[config.mk]
export PLATFORM = sky130hd
export DESIGN_NAME = axis_snoop_arbiter
export DESIGN_NICKNAME = d
export VERILOG_FILES = /design/src/rtl/axis_snoop_arbiter.sv
export SDC_FILE = /design/constraint.sdc
export NUM_CORES = 1
export LEC_CHECK = 0
export CAP_MARGIN = 20
export CORE_MARGIN = 1.5
export CORE_UTILIZATION = 43
export DETAILED_ROUTE_END_ITERATION = 12
export HOLD_SLACK_MARGIN = 0.1
export MAX_ROUTING_LAYER = met4
export PLACE_DENSITY = 0.86
export SLEW_MARGIN = 5
export SYNTH_ARGS = -nofsm -noshare
export SYNTH_HDL_FRONTEND = slang
export SYNTH_SLANG_ARGS = --single-unit
[constraint.sdc]
create_clock -name AXIS_ACLK -period 1.8 [get_ports AXIS_ACLK]
set_input_delay 0.36 -clock AXIS_ACLK [delete_from_list [all_inputs] [get_ports AXIS_ACLK]]
set_output_delay 0.36 -clock AXIS_ACLK [all_outputs]
set_load 0.01 [all_outputs]
[src/rtl/axis_snoop_arbiter.sv]
// axis_snoop_arbiter: packet-atomic round-robin merge of snoop FIFOs onto one registered AXI-Stream master
//   AXIS_ACLK, AXIS_ARESETN : clock, asynchronous active-low reset
//   S_AXIS_*                : NUM_PORTS source streams, port i data at [i*PORT_WIDTH +: PORT_WIDTH]
//   M_AXIS_*                : merged stream, optional one-beat header carrying the source index
//   ARB_GRANT               : one-hot current grant, 0 while idle
//   PKT_COUNT               : packets completed on M_AXIS, wrapping
module axis_snoop_arbiter #(
  parameter int PORT_WIDTH = 8,
  parameter int NUM_PORTS = 4,
  parameter bit HEADER_EN = 1'b1
) (
  input  logic                            AXIS_ACLK,
  input  logic                            AXIS_ARESETN,
  input  logic [NUM_PORTS*PORT_WIDTH-1:0] S_AXIS_TDATA,
  input  logic [NUM_PORTS-1:0]            S_AXIS_TVALID,
  input  logic [NUM_PORTS-1:0]            S_AXIS_TLAST,
  output logic [NUM_PORTS-1:0]            S_AXIS_TREADY,
  output logic [PORT_WIDTH-1:0]           M_AXIS_TDATA,
  output logic                            M_AXIS_TLAST,
  output logic                            M_AXIS_TVALID,
  input  logic                            M_AXIS_TREADY,
  output logic [NUM_PORTS-1:0]            ARB_GRANT,
  output logic [15:0]                     PKT_COUNT
);
  localparam int IW = $clog2(NUM_PORTS);
  typedef enum logic [1:0] {IDLE, HDR, DATA} state_t;
  state_t state, state_nxt;
  logic [IW-1:0] grant, last_grant, sel;
  logic [IW:0] idx;
  logic [PORT_WIDTH-1:0] src_data;
  logic any_req, out_free, hdr_load, src_hs, src_last;
  assign any_req = |S_AXIS_TVALID;
  assign out_free = ~M_AXIS_TVALID | M_AXIS_TREADY;
  assign src_last = S_AXIS_TLAST[grant];
  // Walk downward so the port nearest last_grant+1 is written last and wins.
  always_comb begin
    sel = last_grant;
    idx = '0;
    for (int k = NUM_PORTS; k >= 1; k--) begin
      idx = {1'b0, last_grant} + (IW+1)'(k);
      idx = (idx >= (IW+1)'(NUM_PORTS)) ? idx - (IW+1)'(NUM_PORTS) : idx;
      sel = S_AXIS_TVALID[idx[IW-1:0]] ? idx[IW-1:0] : sel;
    end
  end
  always_comb begin
    src_data = '0;
    for (int i = 0; i < NUM_PORTS; i++)
      src_data = (grant == IW'(i)) ? S_AXIS_TDATA[i*PORT_WIDTH +: PORT_WIDTH] : src_data;
  end
  always_ff @(posedge AXIS_ACLK or negedge AXIS_ARESETN)
    if (!AXIS_ARESETN) state <= IDLE;
    else state <= state_nxt;
  always_comb
    state_nxt = (state == IDLE) ? (any_req ? (HEADER_EN ? HDR : DATA) : IDLE) :
                (state == HDR)  ? (out_free ? DATA : HDR) :
                (src_hs && src_last) ? IDLE : DATA;
  // Ready is gated only by the output register, never by source valid.
  always_comb begin
    hdr_load = (state == HDR) && out_free;
    src_hs = (state == DATA) && out_free && S_AXIS_TVALID[grant];
    ARB_GRANT = (state == IDLE) ? '0 : NUM_PORTS'(1) << grant;
    S_AXIS_TREADY = (state == DATA && out_free) ? NUM_PORTS'(1) << grant : '0;
  end
  always_ff @(posedge AXIS_ACLK or negedge AXIS_ARESETN)
    if (!AXIS_ARESETN) begin
      grant <= '0;
      last_grant <= IW'(NUM_PORTS - 1);
      M_AXIS_TVALID <= 1'b0;
      M_AXIS_TDATA <= '0;
      M_AXIS_TLAST <= 1'b0;
      PKT_COUNT <= '0;
    end else begin
      if (state == IDLE && any_req) grant <= sel;
      if (src_hs && src_last) last_grant <= grant;
      if (hdr_load || src_hs) begin
        M_AXIS_TVALID <= 1'b1;
        M_AXIS_TDATA <= hdr_load ? PORT_WIDTH'(grant) : src_data;
        M_AXIS_TLAST <= src_hs && src_last;
      end else if (M_AXIS_TREADY) M_AXIS_TVALID <= 1'b0;
      if (M_AXIS_TVALID && M_AXIS_TREADY && M_AXIS_TLAST) PKT_COUNT <= PKT_COUNT + 16'd1;
    end
endmodule

Yosys cells after proc, flatten, opt, wreduce, memory -nomap -nowiden
Cells that the tools add are included.
Widths: inputs -> output; s select.
{"block": "word_totals", "register_bits": 32, "out_inout_bits": 34, "wordCells": 79}
{"block": "op_classes", "addsub": 9, "magnitude_cmp": 9, "n_eq_ne": 5, "n_shift": 1, "muxes": 34, "bitwise_logic": 2, "reduce_logical": 12}
{"op": "$mux 8", "n": 5}
{"op": "$mux 2", "n": 12}
{"op": "$add 16x1->16 const B", "n": 1}
{"op": "$lt 2x3->1 const B", "n": 5}
{"op": "$bmux 1 s2", "n": 6}
{"op": "$ge 3x3->1 const B", "n": 4}
{"op": "$mux 1", "n": 9}
{"op": "$mux 4", "n": 2}
{"op": "$sub 2x1->2 const B", "n": 4}
{"op": "$logic_and 1x1->1", "n": 7}
{"op": "$add 2x2->3 const B", "n": 2}
{"op": "$eq 2x2->1 const B", "n": 3}
{"op": "$eq 2x1->1 const B", "n": 2}
{"op": "$logic_not 2->1", "n": 2}
{"op": "$reduce_or 4->1", "n": 1}
{"op": "$shl 1x2->4 const A", "n": 1}
{"op": "$add 2x1->3 const B", "n": 1}
{"op": "$add 2x3->3 const B", "n": 1}
{"op": "$reduce_bool 2->1", "n": 1}
{"op": "$logic_or 1x1->1", "n": 1}
{"op": "$not 1->1", "n": 1}
{"op": "$or 1x1->1", "n": 1}

Depth between registers and ports, before layout
{"block": "depth", "word_depth": 9, "ltp_mapped": 6, "depth_no_buf": 5}

Worst setup path after synthesis
Ideal clock, no wire load.
{"block": "synth_path", "kind": "register -> output", "from": "reg grant[1]", "to": "out S_AXIS_TREADY[2]", "t_arrival_ns": 1.237, "t_required_ns": 1.440, "path_slack_ns": 0.203, "path_stages_with_launch": 5, "path_buffers": 2, "path_cell_list": "dfrtp_1 > buf_6 > clkbuf_1 > inv_1 > nor4_1"}
{"block": "synth_via", "elab_chain_len": 2}
{"item": "start: declaration", "line_no": "28", "rtl": "logic [IW-1:0] grant, last_grant, sel;"}
{"item": "start signal: assignment", "line_no": "73", "rtl": "if (state == IDLE && any_req) grant <= sel;"}
{"item": "$shl 1x2->4", "line_no": "62", "rtl": "S_AXIS_TREADY = (state == DATA && out_free) ? NUM_PORTS'(1) << grant : '0;"}
{"item": "$mux 4", "line_no": "62"}
{"item": "end: declaration", "line_no": "17", "rtl": "output logic [NUM_PORTS-1:0] S_AXIS_TREADY,"}
No other way between the ends.

Worst setup path after layout
{"block": "layout_path", "from": "reg M_AXIS_TVALID", "to": "out S_AXIS_TREADY[3]"}
{"block": "layout_via", "elab_chain_len": 4}
{"item": "start: declaration", "line_no": "20", "rtl": "output logic M_AXIS_TVALID,"}
{"item": "start signal: assignment", "line_no": "68", "rtl": "M_AXIS_TVALID <= 1'b0;"}
{"item": "start signal: assignment", "line_no": "76", "rtl": "M_AXIS_TVALID <= 1'b1;"}
{"item": "start signal: assignment", "line_no": "79", "rtl": "end else if (M_AXIS_TREADY) M_AXIS_TVALID <= 1'b0;"}
{"item": "$not 1->1", "line_no": "33", "rtl": "assign out_free = ~M_AXIS_TVALID | M_AXIS_TREADY;"}
{"item": "$or 1x1->1", "line_no": "33"}
{"item": "$logic_and 1x1->1", "line_no": "62"}
{"item": "$mux 4", "line_no": "62"}
No other way between the ends.

==> out/summary.md <==
In this run the deepest clock path goes through 2 buffers. The count of inserted antenna diode cells is 0. The count of flip-flops with a built-in enable after synthesis was 0; the area of the core was 0.00406 mm2. Synthesis produced a netlist with a net count of 221.

The number of buffers created by CTS was 5. The placed instances occupy a cell area of 0.00276 mm2. Entering global routing, the biggest net connects 33 pins. Post-route core utilization: 0.709. Clock tree synthesis found a total of 32 sinks. In the final routed layout, each cell accounts on average for 15.0 um. Storage element area: 807 um2.

The total of flip-flops plus latches after synthesis came out at 32. Dividing the detail-routed via count by the number of cells gives 5.19. The cell sitting at the root of the clock tree is a sky130_fd_sc_hd__clkbuf_8. The sequential fraction of the synthesis area was 0.438.

The pre-antenna-repair detailed-routing pass consisted of 4 iterations. The H-tree generated during clock tree synthesis spans 2 levels. The library cell used most frequently in the layout, excluding fill and tap cells, is sky130_fd_sc_hd__clkdlybuf4s50_1. The final instance area is 0.00288 mm2, and the hold buffer count at cts is 0. The largest voltage drop on the vdd net was 989 uV; the footprint of the multi-input gates was 973 um2. In this run the horizontal extent of the chip is 68.3 um. The final layout contains routed wiring with a total length of 4.89 mm.

TritonCTS built the clock tree. For the number of warning messages in the yosys log, the log shows 0. The tools report the launching element type of the critical path as a flop. The die covers 0.00466 mm2. The tools report the number of violations of the max-capacitance limit as 0. The via count of the first global-routing pass was 1618; the clock network latency to the later pin of the worst-skew pair was 0.29 ns. The fmax was 0.577 GHz; the chip height was 68.3 um.

Across all setup checks in the final design, the least slack found is 0.0680 ns. Top cell family by delay on the critical path: simple AND/OR/NAND/NOR gates. The critical path goes through nor2b_2 > nor3b_4 > and2_1 > buf_2.

The floorplan row count is 23. Setup violations remaining at the end of the flow were counted as 0. The average cell area after synthesis is 10.4 um2, and the async set-or-reset flop fraction in the synthesized netlist is 1.00.

The number of nets in the final layout is 318, and the clock slew seen by the registers of the worst setup and hold paths is 0.08 ns. Fill cells in the final layout number 314. The actual slew at the worst max-slew pin is 0.408 ns, and the number of port buffers is 76. Summed over all layers, the global routing overflow is 0. For the via total after detailed routing, the log shows 1686. The critical path is of the reg2out type. Among all stages on the critical path, the largest delay is contributed by sky130_fd_sc_hd__dfrtp_1. The tools report the number of library cell types mapped by synthesis as 47. The worst slew slack as a fraction of its limit is 0.728.

The analysis attributes to cell leakage a power of 1.23 nW. In this run the worst hold path is classified as in2async. Number of DRC violations after detailed routing: 0. The tools report the sort of element at the end of the critical path as an output port. The detail route stage leaves a number of antenna-violating nets equal to 0.

At the worst endpoint, the arrival time is 1.37 ns. The first-pass GRT wire length came out at 7.53 mm. The count of endpoints failing hold in the final timing report is 0, and the non-filler instance count after layout is 325.

Weighted congestion at the end of routability-driven global placement: 0.808. The logs give 3.77 mm for the HPWL after detailed placement and 0 for the final max-slew violation count. On the worst path, the slowest cell contributes a delay of 0.39 ns. Before CTS, the worst setup slack after placement is -0.643 ns. The worst path in the final design needs a cycle of 1.73 ns, including I/O delays and setup.

For the final database, setup skew stands at 0.0104 ns. For the I/O pin count, the log shows 77. The flow ran to the end, and the final reports show no timing, DRC or antenna violations. Hold is met by 0.473 ns. The share of cells above drive strength 1 was 0.222; the largest fanout on the critical path was 4. The number of buffer and inverter instances along the worst setup path was 1; the netlist area before placement was 0.00183 mm2.

The run gives 0 as the initial antenna violation count. Setup repair after global routing left no endpoint under its margin. The tools report the initial detailed-routing violation count as 46. The number of placed instances, taps included, is 315. The logs give 177 for the cell count after synthesis and 1.44 ns for the required time reported for the critical path endpoint. From synthesis to final layout, the design area changed by 57.0%. The all-layer global routing usage was 0.225; the post-route fraction of the period consumed by the critical path was 0.962. Dominant synthesized flop cell: sky130_fd_sc_hd__dfrtp_1. The library cells used most frequently in the layout, excluding fill and tap cells, are sky130_fd_sc_hd__clkdlybuf4s50_1, sky130_fd_sc_hd__dfrtp_1, sky130_fd_sc_hd__nand2_1. In this run the power density over the cells is 1310 mW/mm2. The run gives 0.452 as the effective utilization at floorplan.
-- cell type report --
type	instances	area share
Clock buffer	5	0.0239
Clock inverter	3	0.0148
Inverter	3	0.00391
Multi-Input combinational cell	134	0.338
Sequential cell	32	0.280
Tap cell	50	0.0217
Timing Repair Buffer	98	0.317
-- power breakdown --
group          switching, mW  internal, mW  total [mW]
clock network          0.285         0.410       0.694
logic                  0.858          1.04        1.90
registers              0.224         0.953        1.18
total                   1.37          2.41        3.77
-- sequential cells by signal, summed over array words and instances, names as in the netlist --
name / count
M_AXIS_TLAST: 1
grant: 2
last_grant: 2
state: 2
PKT_COUNT: 16
M_AXIS_TDATA: 8
M_AXIS_TVALID: 1
-- synthesized netlist by cell type, drive strengths merged (2+ instances only) --
cell type | n | area share
dfrtp | 30 | 0.41
mux2 | 2 | 0.012
nor2 | 14 | 0.031
clkbuf | 2 | 0.0041
nand3b | 2 | 0.0082
inv | 3 | 0.0061
mux4 | 7 | 0.086
dfstp | 2 | 0.029
nor3 | 3 | 0.0082
and2 | 2 | 0.0068
a21o | 2 | 0.0082
nor3b | 3 | 0.025
nor4 | 3 | 0.014
nand2b | 4 | 0.018
xnor2 | 9 | 0.043
o21ai | 16 | 0.044
nand3 | 10 | 0.027
buf | 6 | 0.027
nand4 | 6 | 0.024
nand2 | 27 | 0.055
xor2 | 6 | 0.029
-- cell families after synthesis --
kind of cell | after synthesis | synth area share
flip-flops | 32 | 0.438
multiplexers | 10 | 0.104
AND/OR/NAND/NOR | 80 | 0.243
XOR/XNOR | 15 | 0.0717
adder cells (fa/ha/maj) | 1 | 0.00682
AO/OA/AOI/OAI | 28 | 0.0997
buffers and inverters | 11 | 0.0369
-- per-stage QoR --
stage / power, mW / setup TNS [ns]
final: 3.77 / 0
after global routing: 4.02 / 0
after CTS: 3.80 / 0
after detailed placement: 3.07 / -5.82
after global placement: 3.01 / -5.10
after floorplan: 2.19 / 0
-- worst register-to-register path: stages (launching register included) --
cell and delay, ns:
sky130_fd_sc_hd__dfrtp_2 0.44, sky130_fd_sc_hd__buf_4 0.15, sky130_fd_sc_hd__buf_4 0.19, sky130_fd_sc_hd__nand3_1 0.08
sky130_fd_sc_hd__o21ai_0 0.13, sky130_fd_sc_hd__a22oi_2 0.26, sky130_fd_sc_hd__mux2_1 0.34
-- repair_timing --
item / CTS / global route
gates resized for setup: 28 / 1
setup endpoints to repair: 10 / 3
endpoints found under the hold margin: 0 / 0
buffers inserted: 3 / 0
pin swaps: 1 / 2
-- final timing paths --
| check | to | slack, ns | start | cells after the start |
|---|---|---|---|---|
| min in group AXIS_ACLK | PKT_COUNT[13] | 0.49 | PKT_COUNT[13] | 1 |
| min | PKT_COUNT[8] | 0.47 | AXIS_ARESETN | 2 |
| max reg2reg | last_grant[1] | 0.13 | grant[1] | 6 |
| max in group asynchronous | last_grant[0] | 0.99 | AXIS_ARESETN | 2 |
| max | S_AXIS_TREADY[3] | 0.07 | M_AXIS_TVALID | 4 |
| min reg2reg | PKT_COUNT[13] | 0.49 | PKT_COUNT[13] | 1 |
-- per-layer routing --
layer  global-route usage  routed length [um]  vias up
li1                     -                   -      828
met1                0.270                2110      799
met4               0.0725                  41        0
met2                0.381                2400       55
met3               0.0428                 329        4
met5                    -                   0        -
Note: power is estimated with default switching activity, not from simulation.
